`src/rtl/gdu_pkg.sv`:
```
// Shared graphics display unit types: screen geometry, pixel types
// and the scanout FSM state encoding.
package gdu_pkg;

    localparam int SCREEN_W       = 640;
    localparam int SCREEN_H       = 480;
    localparam int WORDS_PER_LINE = 320;
    localparam int PIX_OPAQUE_BIT = 12;

    typedef logic [15:0] pixel_t;
    typedef pixel_t [1:0] pixel_pair_t;

    typedef enum logic [2:0] {
        IDLE,
        CHECK,
        REQ,
        DRAIN,
        FLUSH
    } fbr_state_t;

endpackage

```
`src/rtl/fbr_fifo.sv`:
```
// Synchronous show-ahead word FIFO for the frame buffer reader.
// Head word is visible on o_rdata whenever o_empty is low.
module fbr_fifo #(
    parameter int DEPTH = 32,
    parameter int WIDTH = 32
) (
    input  logic                     clk,
    input  logic                     reset,
    input  logic                     i_wr,
    input  logic [WIDTH-1:0]         i_wdata,
    input  logic                     i_rd,
    output logic [WIDTH-1:0]         o_rdata,
    output logic                     o_empty,
    output logic [$clog2(DEPTH):0]   o_count
);

    localparam int AW = $clog2(DEPTH);

    logic [WIDTH-1:0] r_mem [DEPTH];
    logic [AW-1:0]    r_wr_ptr;
    logic [AW-1:0]    r_rd_ptr;
    logic [AW:0]      r_count;
    logic             w_wr;
    logic             w_rd;

    assign o_empty = (r_count == '0);
    assign o_count = r_count;
    assign o_rdata = r_mem[r_rd_ptr];
    assign w_wr    = i_wr && (r_count != (AW+1)'(DEPTH));
    assign w_rd    = i_rd && !o_empty;

    always_ff @(posedge clk) begin
        if (reset) begin
            r_wr_ptr <= '0;
            r_rd_ptr <= '0;
            r_count  <= '0;
        end else begin
            if (w_wr) r_wr_ptr <= r_wr_ptr + 1'b1;
            if (w_rd) r_rd_ptr <= r_rd_ptr + 1'b1;
            unique case ({w_wr, w_rd})
                2'b10:   r_count <= r_count + 1'b1;
                2'b01:   r_count <= r_count - 1'b1;
                default: r_count <= r_count;
            endcase
        end
    end

    always_ff @(posedge clk) begin
        if (w_wr) r_mem[r_wr_ptr] <= i_wdata;
    end

endmodule

```
`src/rtl/frame_buffer_reader.sv`:
```
// Scanout: burst-reads a frame from SDRAM, emits a 16-bit pixel stream.
// Option: FRAME_BUFFER_READER_TRANSPARENT_BLACK_EN blanks non-opaque pixels.
module frame_buffer_reader
    import gdu_pkg::*;
#(
    parameter int BURST_LEN  = 8,
    parameter int LINE_WORDS = WORDS_PER_LINE,
    parameter int LINES      = SCREEN_H,
    parameter int FIFO_DEPTH = 32
) (
    input  logic        clk,
    input  logic        reset,
    input  logic [31:0] frame_address,
    input  logic        start,
    output logic        busy,
    output logic        done,
    output logic [31:0] avm_address,
    output logic [3:0]  avm_burstcount,
    output logic [3:0]  avm_byteenable,
    output logic        avm_read,
    input  logic [31:0] avm_readdata,
    input  logic        avm_readdatavalid,
    input  logic        avm_waitrequest,
    output logic [15:0] pix_data,
    output logic        pix_valid,
    input  logic        pix_ready,
    output logic        pix_sof,
    output logic        pix_eol
);

    localparam int CW          = $clog2(FIFO_DEPTH) + 1;
    localparam int TOTAL_WORDS = LINE_WORDS * LINES;
    localparam int LAST_X      = 2 * LINE_WORDS - 1;

    fbr_state_t    r_state;
    logic [31:0]   r_base;
    logic [31:0]   r_words_req;
    logic [CW-1:0] r_outstanding;
    logic          r_busy;
    logic          r_done;
    logic          r_avm_read;
    logic [31:0]   r_avm_address;
    logic [3:0]    r_avm_burstcount;
    logic [3:0]    r_avm_byteenable;

    logic          r_pix_valid;
    pixel_t        r_pix_data;
    pixel_t        r_hi;
    logic          r_is_hi;
    logic          r_sof;
    logic          r_eol;
    logic [15:0]   r_x;
    logic [15:0]   r_y;

    logic          w_fifo_wr;
    logic          w_fifo_empty;
    logic [31:0]   w_fifo_rdata;
    logic [CW-1:0] w_fifo_count;
    logic [31:0]   w_reserve;
    logic          w_start_acc;
    logic          w_fire;
    logic          w_pop;
    logic          w_last_fire;
    pixel_pair_t   w_pair;
    logic [15:0]   w_nx;
    logic [15:0]   w_ny;

    function automatic pixel_t f_pix(input pixel_t p);
`ifdef FRAME_BUFFER_READER_TRANSPARENT_BLACK_EN
        return p[PIX_OPAQUE_BIT] ? p : '0;
`else
        return p;
`endif
    endfunction

    assign w_start_acc = (r_state == IDLE) && start && !r_done;
    assign w_fifo_wr   = (r_state == DRAIN) && avm_readdatavalid
                         && (r_outstanding != '0);
    assign w_reserve   = 32'(w_fifo_count) + 32'(r_outstanding)
                         + 32'(BURST_LEN);
    assign w_fire      = r_pix_valid && pix_ready;
    assign w_pop       = !w_fifo_empty && (!r_pix_valid || (w_fire && r_is_hi));
    assign w_last_fire = w_fifo_empty && (!r_pix_valid || (w_fire && r_is_hi));
    assign w_pair      = pixel_pair_t'(w_fifo_rdata);

    fbr_fifo #(
        .DEPTH (FIFO_DEPTH),
        .WIDTH (32)
    ) u_fifo (
        .clk     (clk),
        .reset   (reset),
        .i_wr    (w_fifo_wr),
        .i_wdata (avm_readdata),
        .i_rd    (w_pop),
        .o_rdata (w_fifo_rdata),
        .o_empty (w_fifo_empty),
        .o_count (w_fifo_count)
    );

    always_ff @(posedge clk) begin
        if (reset) begin
            r_state          <= IDLE;
            r_base           <= '0;
            r_words_req      <= '0;
            r_outstanding    <= '0;
            r_busy           <= 1'b0;
            r_done           <= 1'b0;
            r_avm_read       <= 1'b0;
            r_avm_address    <= '0;
            r_avm_burstcount <= '0;
            r_avm_byteenable <= '0;
        end else begin
            r_done <= 1'b0;
            unique case (r_state)
                IDLE: if (w_start_acc) begin
                    r_base      <= frame_address;
                    r_words_req <= '0;
                    r_busy      <= 1'b1;
                    r_state     <= CHECK;
                end
                CHECK: begin
                    if (r_words_req == 32'(TOTAL_WORDS)) begin
                        r_state <= FLUSH;
                    end else if (w_reserve <= 32'(FIFO_DEPTH)) begin
                        r_avm_read       <= 1'b1;
                        r_avm_address    <= r_base + (r_words_req << 2);
                        r_avm_burstcount <= 4'(BURST_LEN);
                        r_avm_byteenable <= 4'hF;
                        r_state          <= REQ;
                    end
                end
                REQ: if (!avm_waitrequest) begin
                    r_avm_read    <= 1'b0;
                    r_words_req   <= r_words_req + 32'(BURST_LEN);
                    r_outstanding <= r_outstanding + CW'(BURST_LEN);
                    r_state       <= DRAIN;
                end
                DRAIN: if (w_fifo_wr) begin
                    r_outstanding <= r_outstanding - 1'b1;
                    if (r_outstanding == CW'(1)) r_state <= CHECK;
                end
                FLUSH: if (w_last_fire) begin
                    r_done  <= 1'b1;
                    r_busy  <= 1'b0;
                    r_state <= IDLE;
                end
                default: r_state <= IDLE;
            endcase
        end
    end

    // Coordinates of the pixel that will be on the output next cycle.
    always_comb begin
        w_nx = r_x;
        w_ny = r_y;
        if (w_fire) begin
            if (r_x == 16'(LAST_X)) begin
                w_nx = '0;
                w_ny = r_y + 1'b1;
            end else begin
                w_nx = r_x + 1'b1;
            end
        end
    end

    always_ff @(posedge clk) begin
        if (reset) begin
            r_pix_valid <= 1'b0;
            r_pix_data  <= '0;
            r_hi        <= '0;
            r_is_hi     <= 1'b0;
            r_sof       <= 1'b0;
            r_eol       <= 1'b0;
            r_x         <= '0;
            r_y         <= '0;
        end else begin
            if (w_start_acc) begin
                r_x <= '0;
                r_y <= '0;
            end else begin
                r_x <= w_nx;
                r_y <= w_ny;
            end
            if (w_pop) begin
                r_pix_data  <= f_pix(w_pair[0]);
                r_hi        <= w_pair[1];
                r_is_hi     <= 1'b0;
                r_pix_valid <= 1'b1;
                r_sof       <= (w_nx == '0) && (w_ny == '0);
                r_eol       <= (w_nx == 16'(LAST_X));
            end else if (w_fire && !r_is_hi) begin
                r_pix_data <= f_pix(r_hi);
                r_is_hi    <= 1'b1;
                r_sof      <= (w_nx == '0) && (w_ny == '0);
                r_eol      <= (w_nx == 16'(LAST_X));
            end else if (w_fire) begin
                r_pix_valid <= 1'b0;
                r_sof       <= 1'b0;
                r_eol       <= 1'b0;
            end
        end
    end

    assign busy           = r_busy;
    assign done           = r_done;
    assign avm_read       = r_avm_read;
    assign avm_address    = r_avm_address;
    assign avm_burstcount = r_avm_burstcount;
    assign avm_byteenable = r_avm_byteenable;
    assign pix_valid      = r_pix_valid;
    assign pix_data       = r_pix_data;
    assign pix_sof        = r_sof;
    assign pix_eol        = r_eol;

endmodule

```
`config.mk`:
```
export PLATFORM = sky130hd
export DESIGN_NAME = frame_buffer_reader
export DESIGN_NICKNAME = d
export VERILOG_FILES = /design/src/rtl/gdu_pkg.sv /design/src/rtl/fbr_fifo.sv /design/src/rtl/frame_buffer_reader.sv
export SDC_FILE = /design/constraint.sdc
export NUM_CORES = 1
export LEC_CHECK = 0
export CAP_MARGIN = 25
export CORE_MARGIN = 8
export CORE_UTILIZATION = 40
export CTS_CLUSTER_SIZE = 12
export DETAILED_ROUTE_END_ITERATION = 8
export SYNTH_ARGS = -nofsm -noshare
export SYNTH_HDL_FRONTEND = slang
export SYNTH_SLANG_ARGS = --single-unit
```
`constraint.sdc`:
```
create_clock -name clk -period 9.18 [get_ports clk]
set_input_delay 1.836 -clock clk [delete_from_list [all_inputs] [get_ports clk]]
set_output_delay 1.836 -clock clk [all_outputs]
set_load 0.02 [all_outputs]
```
# --- Word level (Yosys, flattened, before mapping) ---
# Memory sizes are Yosys's and may differ from the RTL's. A register that Yosys moved wholly into a read port is not among the register bits.
# Index checks and enable logic that the tools add are counted.
totals:
  out_inout_bits: 62
  elab_cells: 138
  ram_bits: 1024
  regBits: 194
  input_bits: 70
  mem_count: 1
memory_table:
  columns: ["name", "words", "width", "read_ports", "rd_ports_with_merged_regs", "wr", "line", "text"]
  rows:
  - ["u_fifo.r_mem", 32, 32, 1, 1, 1, "fbr_fifo.sv:19", "logic [WIDTH-1:0] r_mem [DEPTH];"]
op_classes:
  bitwise: 2
  eq_ne: 20
  reduce_logical: 41
  n_lt_le_gt_ge: 1
  addsub: 12
  mux: 40
ops:
  columns: ["op", "count"]
  rows:
  - ["16-bit two-way mux", 6]
  - ["32-bit two-way mux", 2]
  - ["32-bit case mux with 2 select lines", 1]
  - ["16-bit by 1-bit adder with 16-bit output (second input constant)", 2]
  - ["32-bit adder", 1]
  - ["32-bit by 4-bit adder with 32-bit output (second input constant)", 1]
  - ["16-bit by 10-bit == test with 1-bit output (second input constant)", 2]
  - ["32-bit by 18-bit == test with 1-bit output (second input constant)", 1]
  - ["16-bit logical NOT", 2]
  - ["6-bit case mux with 2 select lines", 2]
  - ["3-bit two-way mux", 7]
  - ["1-bit two-way mux", 15]
  - ["3-bit case mux with 5 select lines", 1]
  - ["2-bit nonzero test", 7]
  - ["1-bit logical AND", 12]
  - ["6-bit two-way mux", 2]
  - ["3-bit AND reduction", 4]
  - ["6-bit by 1-bit subtractor with 6-bit output (second input constant)", 2]
  - ["5-bit by 1-bit adder with 5-bit output (second input constant)", 2]
  - ["5-bit two-way mux", 2]
  - ["2-bit inequality test (second input constant)", 5]
  - ["7-bit by 4-bit adder with 8-bit output (second input constant)", 1]
  - ["8-bit by 6-bit less-or-equal comparator with 1-bit output (second input constant)", 1]
  - ["6-bit by 6-bit adder with 7-bit output", 1]
  - ["23 further kinds", 34]

# --- Depth between registers and ports, before layout ---
logic_depth:
  depth_word: 7
  mapped_depth: 17
  depth_no_buf: 16

# --- Hierarchy ---
# From an unflattened synthesis, not the netlist that was laid out.
unflattened:
  cells_unflattened: 3174
  area_unflattened_um2: 49541.3
modules_own_cells:
  columns: ["module", "seq_area_each_um2", "instances", "cells_per_inst", "area_per_inst_um2"]
  rows:
  - ["fbr_fifo", 31169.9, 1, 2050, 40375.0]
  - ["frame_buffer_reader", 3483.3, 1, 1124, 9166.3]

# --- Least setup slack after synthesis ---
# OpenSTA, ideal clock, no wires.
synth_timing:
  kind: "input-to-reg"
  from: "input port avm_readdatavalid"
  to: "memory u_fifo.r_mem[15][0] (enable)"
  path_slack_ps: 4349
  t_required_ps: 8758
  stages: 6
  arrival_time_ps: 4409
  n_path_buf: 1
  setup_time_ps: 422
  path_cell_list: "inv_1 a211oi_1 o31a_1 buf_2 nand2_1 nor2_1"
synth_via:
  elab_chain_cells: 5
synth_lines:
  columns: ["item", "line", "text"]
  rows:
  - ["start: declaration", "frame_buffer_reader.sv:22", "input logic avm_readdatavalid,"]
  - ["1-bit logical AND", "frame_buffer_reader.sv:77", "assign w_fifo_wr = (r_state == DRAIN) && avm_readdatavalid"]
  - ["1-bit logical AND", "frame_buffer_reader.sv:78", "&& (r_outstanding != '0);"]
  - ["1-bit logical AND", "fbr_fifo.sv:29", "assign w_wr = i_wr && (r_count != (AW+1)'(DEPTH));"]
  - ["1-bit two-way mux", "fbr_fifo.sv:49", "if (w_wr) r_mem[r_wr_ptr] <= i_wdata;"]
  - ["1-bit two-way mux (implied by the code)", "fbr_fifo.sv:49", null]
  - ["end: declaration", "fbr_fifo.sv:19", null]
# Every way passes these cells.

# --- Worst setup path after layout ---
layout_timing:
  from: "input port avm_readdatavalid"
  to: "memory u_fifo.r_mem[19][0] (enable)"
# Same word-level chain as after synthesis.

==> results by group <==
Run status
  • Run status: finished, final reports clean

Worst setup path
  • Critical path class: in2reg
  • Worst reg2reg endpoint: u_fifo.r_mem[19][0]
  • Arrival time at the worst endpoint: 5.35 ns
  • Minimum setup slack among reg-to-reg paths: 4.97 ns
  • Startpoint of the most critical register-to-register path: r_state[0]
  • Worst setup EP type: flop
  • Kind of launch point of the worst setup path: input port
  • Required time at the worst-slack endpoint: 9.59 ns
  • Critical-path maximum fanout: 18
  • R2r worst-path depth: 7

Logic synthesis
  • XOR/XNOR share of the synthesized area: 1.53%
  • Synthesized area per cell: 18.0 um^2
  • Synthesized-area fraction occupied by ao, oa, aoi and oai cells: 3.49%
  • Count of mapped cells out of synthesis: 2703
  • Multiplexer share of the synthesized area: 15.6%
  • FF+latch count, synth: 1219
  • Post-synth top area share: 63.2%
  • Synth Area in Adders: 1.50%
  • Synth top area cells: edfxtp_1, mux4_2, dfxtp_1
  • Proportion of synthesized chip area in sequential cells: 71.2%
  • Proportion of synthesized flip-flops having asynchronous set or reset: 0%
  • Post-synthesis cell type with the largest combined area: edfxtp_1
  • Number of synthesized flops with an enable pin: 1024
  • Number of library cell types mapped by synthesis: 73
  • Simple-gate portion of the synthesized area: 5.17%
  • Most used flip-flop cell after synthesis: edfxtp_1
  • Post-synthesis instance area: 48700 um^2
  • Main combinational cell family by area after synthesis: multiplexers
  • Synthesis warning total: 0

Layout
  • Area of all sequential standard cells: 34700 um^2
  • Synthesis-to-layout area growth: 16.5%
  • Area used by multi-input combinational logic: 13600 um^2
  • Number of nets in the layout: 3029
  • Most frequent cells in the layout: edfxtp_1, mux4_2, dfxtp_1, nand2_1, nor2_1
  • Final instance area: 56700 um^2
  • Fillers: 10100
  • Fraction of layout instances using a drive strength above 1: 21.1%
  • Leading cell type in the layout, fill and taps excluded: edfxtp_1

Clock network
  • CTS H-tree depth: 4
  • Number of clock sinks: 1219
  • Number of buffers on the longest clock path: 3
  • Post-CTS setup-driven buffer insertion count: 0
  • Cell at the root of the clock tree: clkbuf_16
  • Number of buffers created by CTS: 130
  • Clock Latency Late Sink: 0.75 ns
  • CTS resizes: 0
  • Hold bufs inserted after CTS: 0
  • Clock tree from TritonCTS: yes
  • CTS clk-pin slew, worst paths: 0.06 ns

Global routing
  • Antenna violations before repair: 10
  • Met2 track demand over resource: 28.8%
  • Pin count of the biggest net entering global routing: 109
  • Via count of the first global-routing pass: 26100
  • First-pass GRT wire length: 178 mm
  • Global routing usage on met1: 25.8%
  • Grt ovf: 0
  • Global-route usage over all layers: 18.1%
  • Most crowded layer after global routing: met2
  • Met3 routing resource usage after global routing: 3.64%

Detailed routing
  • Total vias in the final route: 26000
  • Number of DRC markers in iteration 0: 2664
  • Vias per cell: 5.64
  • ANT nets after route: 0
  • WL/cell: 26.4 um
  • Post-route DRC violation count: 0
  • First-pass iteration count of the detailed router: 5
  • Final WL: 122 mm

Floorplan
  • Die Width: 365 um
  • Die outline area: 133000 um^2
  • Top-Level Pins: 132
  • Die height: 365 um
  • Floorplan Core Area: 121000 um^2
  • Initial standard-cell utilization of the core: 40.1%
  • Number of core rows: 128

Hold path
  • Number of cells on the worst hold path: 2
  • Class of the most critical hold timing path: reg2reg
  • Sink of the worst hold path: avm_address[4]
  • Worst hold start: r_base[4]

Place
  • Port Buffer Count: 128
  • Placed standard-cell area: 52600 um^2
  • Final HPWL DP: 77.7 mm
  • Placer's final routability congestion estimate: 0.843

Timing
  • Achievable clock frequency: 0.203 GHz
  • Number of hold-slack violations in the final timing report: 0
  • Setup Viol. Count Final: 0
  • Unrepaired setup endpoints after global routing: no
  • Slew of the pin with the lowest slew margin: 1.01 ns
  • Number of slew-limit violations in the final report: 0
  • Rel. slew slack: 32.5%
  • Final Critical Period: 4.93 ns
  • Post-route setup TNS: 0 ns
  • Part of the cycle the worst path needs: 53.8%
  • Final Skew: 0.0345 ns

Pwr
  • Standby leakage power: 17.6 nW
  • Fraction of power consumed by the clock network: 36.0%
  • Cell Int Power: 0.0101 W
  • Combinational cell fraction of total power: 18.9%
  • P per Cell Area: 245 nW/um^2
  • Worst voltage drop across the vdd grid: 0.182 mV
  • Switching power share of the total: 27.0%
  • Net switching power: 0.00375 W
  • Fraction of power consumed by sequential logic: 45.1%

Job
  • MaxCap Viol Count: 0
## routing by layer
layer / vias up / part of all wire [%]
li1: 11200 / -
met1: 13700 / 44
met2: 949 / 47
met3: 157 / 7.2
met4: 2 / 1.8
met5: - / 0.011
## state kept, by name, indices dropped and copies added (netlist names), 6 cells and up, named ones only
| name | count |
|---|---|
| u_fifo.r_mem | 1024 |
| avm_address | 32 |
| r_base | 32 |
| r_words_req | 29 |
| pix_data | 16 |
| r_hi | 16 |
| r_x | 16 |
| r_y | 16 |
| r_outstanding | 6 |
| u_fifo.o_count | 6 |
## how the worst max path moves through the flow
stage / start / endpoint / slack (ns) / cells past startpoint
after floorplan: avm_readdatavalid / u_fifo.r_mem[15][0] / 4.35 / 6
after global placement: avm_readdatavalid / u_fifo.r_mem[23][21] / 3.30 / 6
after detailed placement: avm_readdatavalid / u_fifo.r_mem[11][19] / 3.38 / 6
after CTS: avm_readdatavalid / u_fifo.r_mem[11][1] / 4.15 / 6
after global routing: avm_readdatavalid / u_fifo.o_count[5] / 4.03 / 14
final: avm_readdatavalid / u_fifo.r_mem[19][0] / 4.25 / 7
## synth_stat cells (7+ instances only)
master	count
buf_1	33
dfxtp_1	195
and2_1	8
a211oi_1	39
buf_4	7
o21a_1	9
or3_1	16
xnor2_1	46
a21oi_1	104
nor2_1	167
nand4_1	28
mux4_2	320
a21o_1	26
mux2i_1	39
xor2_1	39
edfxtp_1	1024
nor4_1	19
nand2_1	170
nor2b_1	7
nand3_1	42
ha_1	55
nor3_1	18
o21ai_0	37
and3_1	15
clkbuf_1	88
inv_1	39
buf_2	9
## area by class of cell
class                           count  area share [%]
Clock inverter                     41           0.808
Timing Repair Buffer              203            3.96
Sequential cell                  1219            61.1
Inverter                           39           0.258
Clock buffer                      177            6.31
Tap cell                         1625            3.59
Antenna cell                        1         0.00441
Multi-Input combinational cell   1309            23.9
## cells by family (layout without fill, tap and decap cells)
group,after synthesis,count (layout)
mux,360,360
flops,1219,1219
fa+ha+maj,57,57
compound gates,269,269
other cells,1,4
simple gates,535,535
buf+inv,177,460
xor+xnor,85,85
## worst max-delay path, stage by stage
cell and delay [ns]:
clkdlybuf4s50_1 0.53, inv_1 0.05, a211oi_1 0.66, o31a_1 0.59
nand2_1 0.68, nor2_4 0.69, buf_12 0.25
## power by group through the flow
stage	sequential [W]	combinational, W	clock [W]
after global placement	0.00638	0.00262	0
after global routing	0.00628	0.00279	0.00532
final	0.00626	0.00262	0.00500
after floorplan	0.00630	0.00174	0
after CTS	0.00627	0.00265	0.00511
after detailed placement	0.00638	0.00265	0
## per-stage QoR
| stage | total power [W] | setup WS (ns) | hold slack [ns] | util, % | cells |
|---|---|---|---|---|---|
| after floorplan | 0.00804 | 4.35 | 0.432 | - | 2705 |
| after global placement | 0.00900 | 3.30 | 0.438 | 42.9 | 4365 |
| after detailed placement | 0.00903 | 3.38 | 0.448 | 43.4 | 4390 |
| after CTS | 0.0140 | 4.15 | 0.451 | 46.7 | 4608 |
| after global routing | 0.0144 | 4.03 | 0.483 | 46.8 | 4613 |
| final | 0.0139 | 4.25 | 0.442 | 46.8 | 4614 |
No activity file was read; power rests on OpenSTA's default activity.
